$ cat src/rtl/writeback_scheduler.sv
// Merges ALU results and FIFO-buffered load results onto one registered write port.
// Latency: ALU results take 1 cycle and loads at least 2; ALU always wins; ld_ready drops only while the FIFO is full.
module writeback_scheduler #(
    parameter int DEPTH  = 4,
    parameter int ADDR_W = 2
) (
    input  logic              clk,
    input  logic              reset,
    input  logic              issue_valid,
    input  logic [4:0]        issue_reg,
    input  logic              alu_valid,
    input  logic [4:0]        alu_reg,
    input  logic [31:0]       alu_data,
    input  logic              ld_valid,
    input  logic [4:0]        ld_reg,
    input  logic [31:0]       ld_data,
    output logic              ld_ready,
    input  logic [4:0]        query_reg1,
    input  logic [4:0]        query_reg2,
    output logic              busy1,
    output logic              busy2,
    output logic [4:0]        write_reg,
    output logic [31:0]       write_data,
    output logic              write_enable,
    output logic [ADDR_W:0]   queue_count
);

    localparam logic [ADDR_W:0] FULL = (ADDR_W+1)'(DEPTH);

    logic [4:0]        fifo_reg  [DEPTH];
    logic [31:0]       fifo_data [DEPTH];
    logic [ADDR_W-1:0] rd_ptr;
    logic [ADDR_W-1:0] wr_ptr;
    logic [ADDR_W:0]   count;
    logic [31:0]       pending;
    logic              push;
    logic              pop;
    logic [4:0]        head_reg;
    logic [31:0]       head_data;
    logic [31:0]       sb_set;
    logic [31:0]       sb_clr;

    // Fullness comes from the registered count, so a same-edge pop never frees a slot early.
    assign ld_ready    = (count != FULL);
    assign queue_count = count;
    assign push        = ld_valid && ld_ready;
    assign pop         = !alu_valid && (count != '0);
    assign head_reg    = fifo_reg[rd_ptr];
    assign head_data   = fifo_data[rd_ptr];
    assign busy1       = pending[query_reg1];
    assign busy2       = pending[query_reg2];

    always_comb begin
        sb_set = '0;
        sb_clr = '0;
        if (issue_valid && issue_reg != 5'd0)
            sb_set[issue_reg] = 1'b1;
        if (pop)
            sb_clr[head_reg] = 1'b1;
    end

    always_ff @(posedge clk) begin
        if (reset) begin
            rd_ptr       <= '0;
            wr_ptr       <= '0;
            count        <= '0;
            pending      <= '0;
            write_enable <= 1'b0;
            write_reg    <= '0;
            write_data   <= '0;
        end else begin
            if (alu_valid) begin
                write_enable <= (alu_reg != 5'd0);
                write_reg    <= alu_reg;
                write_data   <= alu_data;
            end else if (pop) begin
                write_enable <= (head_reg != 5'd0);
                write_reg    <= head_reg;
                write_data   <= head_data;
            end else begin
                write_enable <= 1'b0;
            end

            if (push)
                wr_ptr <= wr_ptr + ADDR_W'(1);
            if (pop)
                rd_ptr <= rd_ptr + ADDR_W'(1);

            case ({push, pop})
                2'b10:   count <= count + (ADDR_W+1)'(1);
                2'b01:   count <= count - (ADDR_W+1)'(1);
                default: count <= count;
            endcase

            // Set is applied after clear so a re-issued load keeps its register busy.
            pending <= (pending & ~sb_clr) | sb_set;
        end
    end

    always_ff @(posedge clk) begin
        if (push) begin
            fifo_reg[wr_ptr]  <= ld_reg;
            fifo_data[wr_ptr] <= ld_data;
        end
    end

endmodule

$ cat config.mk
export PLATFORM = sky130hd
export DESIGN_NAME = writeback_scheduler
export DESIGN_NICKNAME = d
export VERILOG_FILES = /design/src/rtl/writeback_scheduler.sv
export SDC_FILE = /design/constraint.sdc
export NUM_CORES = 1
export LEC_CHECK = 0
export ABC_CLOCK_PERIOD_IN_PS = 3650
export BUFFER_PORTS_ARGS = -buffer_cell sky130_fd_sc_hd__clkbuf_2
export CORE_UTILIZATION = 27
export CTS_CLUSTER_DIAMETER = 100
export DETAILED_ROUTE_END_ITERATION = 10
export SETUP_SLACK_MARGIN = 0.2
export SLEW_MARGIN = 40
export SYNTH_ARGS = -nofsm -noshare
export SYNTH_HDL_FRONTEND = slang
export SYNTH_SLANG_ARGS = --single-unit
$ cat constraint.sdc
create_clock -name clk -period 3.65 [get_ports clk]
set_input_delay 1.095 -clock clk [delete_from_list [all_inputs] [get_ports clk]]
set_output_delay 1.095 -clock clk [all_outputs]
set_load 0.01 [all_outputs]
==> run metrics <==
status=finished, final reports clean; Yosys top cell area share=0.479; synthesized instance count=679; routability cong.=0.915; Max stage delay on crit path=500 ps; Die Span Y=187 um; yosys synthesis warning count=0; Site Rows=67; Top Registers=fifo_data (128), pending (32), write_data (32); aggregate routed wire length=23.0 mm; root buffer cell=clkbuf_16; Seq cells post-synth=227; worst slew pin tran=804 ps; final instance area=11,300 sq um; setup ws final=242 ps; initial antenna violation count=1; proportion of synthesized area in mux cells=0.129; largest net degree at the start of global routing=77; Max Cap Violations=0; FMAX=293 MHz; die area=35,100 sq um; Synth Area per Inst=13.7 sq um; vias in the first global route=6,103; first-pass GRT wire length=35.1 mm; number of flip-flops in the largest register=128; clock slew at reported path FFs=60 ps; Fin Clk Skew=13.7 ps; Simple-Gate Fraction of Synth Area=0.0666; Area Overhead vs Synth=21.8%; CP Launch Type=input pin; Final Cycle Share=0.934; Hold/Removal Path Class=flip-flop to flip-flop; slew margin rel.=0.464; WP buf/inv=2; Tot GR Track Use=0.129; VDD IR max=0.410 mV; Overflow after GRT=0; cell accounting for the most synthesized area=edfxtp_1; IO Pins=138; Final Setup Violations=0; first drt pass iteration count=5; fraction of layout cells with a size suffix above 1=0.299; Final min period=3410 ps; syn_nets=779; cell with the most instances after synthesis=edfxtp_1; hpwl dp=15.6 mm; CTS Sinks=227; Hold Vio Cnt, Final=0; Layout Utilization=0.336; XOR/XNOR share of the synthesized area=0.00472; Via density=4.70; nets=916; Diodes inserted=0; Final ANT Viol Nets=0; initial core utilization=0.276; cts hold-fix bufs=0; Synth Area in Compound Gates=0.102; Post-CTS Setup Repair Bufs=0; synth top area cells=edfxtp_1, dfxtp_1, mux4_2, a21oi_1, a221oi_1; CP max stage cell=mux4_2; Setup TNS Final=0 ps; Fill cells=3,332; TritonCTS clock tree=built; WP data arrival=2310 ps; H-tree depth=1; async set or reset register ratio after synthesis=0; Primary FF master, synth=edfxtp_1; critical path cell sequence=buf_4 -> mux4_2 -> mux2_2 -> nand3b_1 -> nand4_1 -> buf_2; Core ar.=33,700 sq um; post-synthesis instance area=9290 sq um; DR iter-0 viols=434; total number of vias=6,035; top cells by count, synth=edfxtp_1, dfxtp_1, nand2_1, a21oi_1; crit end category=output pin; Cell Pwr Density=640 nW/um^2; Leak=4.08 nW; Largest Register=fifo_data; Slew Limit Fails=0; sequential area share after synthesis=0.649; CP required=2550 ps; Synth Area in Adders=0.00889; CTS buffer count=25; Die Width=187 um; worst slack at placement=137 ps; largest family of logic cells by synthesized area=multiplexers; Clock Tree Buf Depth=3; wire per inst=17.9 um; Clock Latency Late Sink=520 ps; Post-synth EDFFs=148; Crit Path Class=input pin to output pin; Residual DRC=0; CP delay by family, top=multiplexers; RSZ-0062 raised after global routing=true; crit-path max FO=4; post-place instance area=10,500 sq um; post-synth cell types=39; IO buf count=137
==> cells in the final DEF (no fill, tap or decap), types with 4 or more instances in the layout <==
cell type  instances
edfxtp_1         148
dfxtp_1           77
mux4_2            47
ha_1               5
nand3_1            7
o21ai_0           10
clkbuf_16         25
and3_2             4
a21oi_1           72
nor2_1            16
nand2_1           74
o21ai_1           23
buf_4             18
inv_1             47
nand3b_1           5
a311oi_1           4
clkbuf_1           9
o211ai_1           6
buf_2              4
clkbuf_2         129
a221oi_1          37
mux2i_1           12
==> worst min-delay path, delay by kind of cell, from the launching register on <==
kind	cells	cell delay [ps]
flip-flops	1	340
AND/OR/NAND/NOR	1	60
AO/OA/AOI/OAI	1	50
==> where the power goes <==
| group | internal [mW] | total [mW] | leakage (nW) | switching, mW |
|---|---|---|---|---|
| combinational | 0.686 | 1.71 | 1.71 | 1.02 |
| clock | 1.36 | 2.35 | 0.368 | 0.989 |
| sequential | 3.04 | 3.18 | 2.01 | 0.143 |
| total | 5.09 | 7.24 | 4.08 | 2.15 |
==> through the flow <==
stage / cells / total power, mW / hold slack (ps)
2_1_floorplan: 679 / 4.35 / 460
3_3_place_gp: 1237 / 4.96 / 482
3_5_place_dp: 1237 / 4.98 / 491
4_1_cts: 1283 / 7.37 / 500
5_1_grt: 1283 / 7.63 / 522
6_report: 1283 / 7.24 / 503
==> worst paths after layout <==
kind                                startpoint             end  slack [ps]  depth (start not counted)
worst max-delay path             query_reg2[4]           busy2         240                          6
worst min-delay path                 wr_ptr[1]       wr_ptr[1]         500                          2
worst max register to register  queue_count[2]  queue_count[2]        1130                          9
worst min register to register       wr_ptr[1]       wr_ptr[1]         500                          2
==> layout make-up <==
cell class	count	area, sq um	area share
multi-input combinational	359	2910	0.257
timing repair buffer	156	875	0.0773
clock buffer	35	673	0.0595
clock inverter	11	90.1	0.00796
tap	448	561	0.0495
inverter	47	176	0.0156
sequential	227	6030	0.533
==> repair_timing <==
action	4_1_cts	5_1_grt
gates resized for setup	5	11
pin swaps	0	1
gates cloned	0	0
endpoints found under the setup margin	2	2
==> routing by layer <==
layer	share of wire	GRT usage	routed length, um	vias to the layer above
li1	-	-	-	2850
met1	0.43	0.167	9940	2953
met2	0.48	0.217	11000	193
met3	0.071	0.0296	1640	37
met4	0.021	0.0319	476	2
met5	0.00056	0	13	-
==> cells by family (layout without fill, tap and decap cells) <==
group	after synthesis	after routing
flops	227	227
compound gates	155	155
simple gates	132	132
buf+inv	93	249
mux	61	61
fa+ha+maj	6	6
xor+xnor	5	5
Note: power is estimated with default switching activity, not from simulation.
